## src/rtl/down_counter_timer_module.sv

```systemverilog
// Loadable binary down counter with terminal-count pulse.
// Supports one-shot and auto-reload (periodic tick) operation.
module down_counter_timer_module #(
  parameter int WIDTH = 4
) (
  input  logic             clk,
  input  logic             rst,
  input  logic             load,
  input  logic [WIDTH-1:0] load_val,
  input  logic             en,
  input  logic             auto_reload,
  output logic [WIDTH-1:0] count,
  output logic             tc,
  output logic             busy,
  output logic             done
);

  typedef enum logic [1:0] {
    S_IDLE = 2'd0,
    S_RUN  = 2'd1,
    S_DONE = 2'd2
  } state_t;

  state_t           state_q, state_d;
  logic [WIDTH-1:0] count_q, count_d;
  logic [WIDTH-1:0] reload_q, reload_d;
  logic             tc_q, tc_d;

  // State register: reset clears everything, including the reload value
  always_ff @(posedge clk) begin
    if (rst) begin
      state_q  <= S_IDLE;
      count_q  <= '0;
      reload_q <= '0;
      tc_q     <= 1'b0;
    end else begin
      state_q  <= state_d;
      count_q  <= count_d;
      reload_q <= reload_d;
      tc_q     <= tc_d;
    end
  end

  // Next-state logic: load beats enable; enable only matters in RUN
  always_comb begin
    state_d  = state_q;
    count_d  = count_q;
    reload_d = reload_q;
    tc_d     = 1'b0;

    if (load) begin
      count_d  = load_val;
      reload_d = load_val;
      state_d  = (load_val != '0) ? S_RUN : S_DONE;
    end else begin
      unique case (state_q)
        S_RUN: begin
          if (en) begin
            if (count_q > WIDTH'(1)) begin
              count_d = count_q - WIDTH'(1);
            end else if (count_q == WIDTH'(1)) begin
              count_d = '0;
              tc_d    = 1'b1;
              if (!auto_reload) state_d = S_DONE;
            end else if (auto_reload) begin
              // Zero is held for one enabled cycle, giving an N+1 period
              count_d = reload_q;
            end else begin
              state_d = S_DONE;
            end
          end
        end
        S_DONE: begin
          count_d = '0;
        end
        default: begin
          state_d = S_IDLE;
        end
      endcase
    end
  end

  // Output decode from registered state
  always_comb begin
    busy = 1'b0;
    done = 1'b0;
    unique case (state_q)
      S_RUN:   busy = 1'b1;
      S_DONE:  done = 1'b1;
      default: ;
    endcase
  end

  assign count = count_q;
  assign tc    = tc_q;

endmodule

```

## config.mk

```make
export PLATFORM = sky130hd
export DESIGN_NAME = down_counter_timer_module
export DESIGN_NICKNAME = d
export VERILOG_FILES = /design/src/rtl/down_counter_timer_module.sv
export SDC_FILE = /design/constraint.sdc
export NUM_CORES = 1
export LEC_CHECK = 0
export ABC_CLOCK_PERIOD_IN_PS = 3300
export BUFFER_PORTS_ARGS = -buffer_cell sky130_fd_sc_hd__buf_4
export CAP_MARGIN = 10
export CORE_AREA = 2 2 39 41
export DETAILED_ROUTE_END_ITERATION = 10
export DIE_AREA = 0 0 41 43
export HOLD_SLACK_MARGIN = 0.12
export PLACE_DENSITY = 0.72
export SLEW_MARGIN = 20
export SYNTH_ARGS = -nofsm -noshare
export SYNTH_HDL_FRONTEND = slang
export SYNTH_SLANG_ARGS = --single-unit
```

## constraint.sdc

```tcl
create_clock -name clk -period 3.3 [get_ports clk]
set_input_delay 0.165 -clock clk [delete_from_list [all_inputs] [get_ports clk]]
set_output_delay 0.165 -clock clk [all_outputs]
set_load 0.1 [all_outputs]
```

==> flow_summary.ini <==
[routing]
avgViaCountPerCell = 5.57
final_antenna_net_count = 0
drt-wirelength-per-cell_microns = 13.6
drt_iter0_drc = 7
detail_route.wirelength_microns = 1470
detailedRoute.firstPassIterationCount = 4
vias = 602
drc = 0

[critical_path]
crit_path_max_fanout = 7
r2r_setup_slack_ns = 1.49
arrival_ns = 1.99
critical_path_required_ns = 3.48
critPathKind = register to register
worst_setup_path_end_kind = register
timing.critical_path.from_type = register

[floorplan]
die_w_microns = 41
die_h_microns = 43
die_area_sq_um = 1760
ioPinCount = 16
initial_utilization_pct = 45.3
core_area_sq_um = 1380
rows = 14

[grt]
grt_first_pass_wirelength_microns = 2350
groute.usage.overall_pct = 20.1
vias_in_the_first_global_route = 532
largest_net_degree_at_the_start_of_global_routing = 12
initial_antenna_violation_count = 0
grt-ovfl-total = 0

[clock_network]
path_clk_slew_ns = 0.08
clkLatencyLatePin_ns = 0.27
postCtsHoldBufs = 0
cts.sink_count = 11
cts_tree = built
clockRootBuffer = sky130_fd_sc_hd__clkbuf_4
tritoncts.num_buffers = 3
cts_max_level = 1
clock_path_buffers = 2
postCtsResizedCells = 0
postCtsSetupBuffers = 0

[synthesis]
synth_nets = 86
syn-instance-count = 75
yosysUniqueCellTypes = 31
synth_top_area_share_pct = 35.1
netlist_top_cells_area = sky130_fd_sc_hd__dfxtp_1, sky130_fd_sc_hd__a21oi_1, sky130_fd_sc_hd__nand2_1
synth.ff_latch_count = 11
yosys_warnings = 0
synth_top_cell_by_area = sky130_fd_sc_hd__dfxtp_1
synth-seq-area-share_pct = 35.1
combined_area_of_all_synthesized_cells_sq_um = 627
post_synth.cell_area_avg_sq_um = 8.36

[cells_and_area]
layout.cells.most_common = sky130_fd_sc_hd__buf_4
top_library_cells_by_usage_in_the_layout_fill_and_taps_aside = sky130_fd_sc_hd__buf_4, sky130_fd_sc_hd__dfxtp_1, sky130_fd_sc_hd__a21oi_1, sky130_fd_sc_hd__nand2_1, sky130_fd_sc_hd__inv_1
layout-drive-gt1-share_pct = 30.4
final_util_pct = 56.2
area_growth_pct = 24.2
fillCellCount = 137
antenna-diode-count = 0
post-route-cell-area_sq_um = 778
finish.cell_count_without_fillers = 108
nNetsFinal = 104

[power]
power_density_of_the_placed_cells_nw_per_um2 = 508
share_seq_of_total_power_pct = 39.0
peakVddDrop_mv = 0.255
p_int_uw = 238
clock_power_share_pct = 23.7
pwr-share-comb_pct = 37.3
power.static_leakage_uw = 0.000318
netSwitchingPower_uw = 158
p_sw_share_pct = 39.9

[placement]
placement.cell_area_sq_um = 752
gp_routability_congestion = 0.785
numPortBuffers = 15
detailedPlacementHpwl_microns = 1140
worst_slack_after_detailed_placement_ns = 1.50
placed_cells = 104

[sta]
finalWorstPathRequiredPeriod_ns = 1.81
fin_ws_ns = 1.49
setup-violations-final = 0
max_slew.worst_pin.slew_ns = 0.450
slew_headroom_pct = 69.9
final_max_slew_viol_count = 0
fin_setup_tns_ns = 0
min_period_over_period_pct = 54.8
timing.fmax_ghz = 0.553
number_of_failing_hold_endpoints_at_the_final_stage = 0
clock_skew_ns = 0.0110
grt_setup_unrepaired = false

[run_status]
outcome = finished, final reports clean

[flow_run]
max-cap-violations = 0

[hold_path]
min_path_type = input port to register
[critical path, cell delays in order, from the launching register on]
cell and delay (ns):
sky130_fd_sc_hd__dfxtp_1 0.38, sky130_fd_sc_hd__inv_1 0.09, sky130_fd_sc_hd__ha_1 0.28, sky130_fd_sc_hd__nor4b_2 0.34, sky130_fd_sc_hd__a21oi_2 0.15, sky130_fd_sc_hd__nand2b_4 0.19
sky130_fd_sc_hd__a311oi_1 0.29
[cells in the mapped netlist, drive strengths merged]
cell	instances
a211oi	1
and2	2
clkbuf	2
nand2b	1
or3b	1
o31ai	1
or4	1
dfxtp	11
nand3b	2
nor4b	1
a21oi	8
o21ai	4
or3	1
and4b	1
nor3	5
nand2	7
o41ai	1
o22ai	1
a221oi	1
nand3	1
ha	2
inv	6
nor2b	3
or2	2
nor2	5
xor2	1
a311oi	3
[cell families (layout without fill, tap and decap cells)]
kind of cell             Yosys count  in the layout  synth area share (%)
AND/OR/NAND/NOR                   33             33                  32.3
flip-flops                        11             11                  35.1
AO/OA/AOI/OAI                     20             20                  22.4
buffers and inverters              8             25                  4.79
XOR/XNOR                           1              1                  1.40
adder cells (fa/ha/maj)            2              2                  3.99
[path summary, 6_finish.rpt]
check / from / to / cells after the start
setup / recovery: count[1] / count[2] / 6
hold / removal: rst / count[3] / 2
setup reg to reg: count[1] / count[2] / 6
hold reg to reg: reload_q[0] / reload_q[0] / 2
[metrics by stage]
step / power, uW / hold WS, ns
floorplan: 271 / 0.324
global placement: 302 / 0.418
detailed placement: 304 / 0.435
CTS: 397 / 0.151
global route: 414 / 0.157
finish: 395 / 0.145
[power groups by stage]
stage	registers [uW]	logic, uW	clock network [uW]
6_report	154	148	93.5
2_1_floorplan	194	77.0	0
3_5_place_dp	157	147	0
5_1_grt	156	157	101
4_1_cts	154	148	95.3
3_3_place_gp	157	146	0
[layout make-up]
cell class                      instances  area (sq um)  share of cell area (%)
Tap cell                               16          20.0                    2.57
Timing Repair Buffer                   15           113                    14.5
Clock buffer                            4          26.3                    3.38
Sequential cell                        11           220                    28.3
Multi-Input combinational cell         56           377                    48.4
Inverter                                6          22.5                    2.89
[per-layer routing]
layer	share of wire (%)	track usage, %	vias to the layer above
met1	44	25.7	271
met2	47	30.9	21
li1	-	-	304
met4	2.4	10.0	0
met5	0	0	-
met3	6.7	3.14	6
[state kept, by name, summed over array words and instances, names as in the netlist]
name,cells
reload_q,4
count,4
tc,1
state_q,2
(Power assumes the default switching activity.)
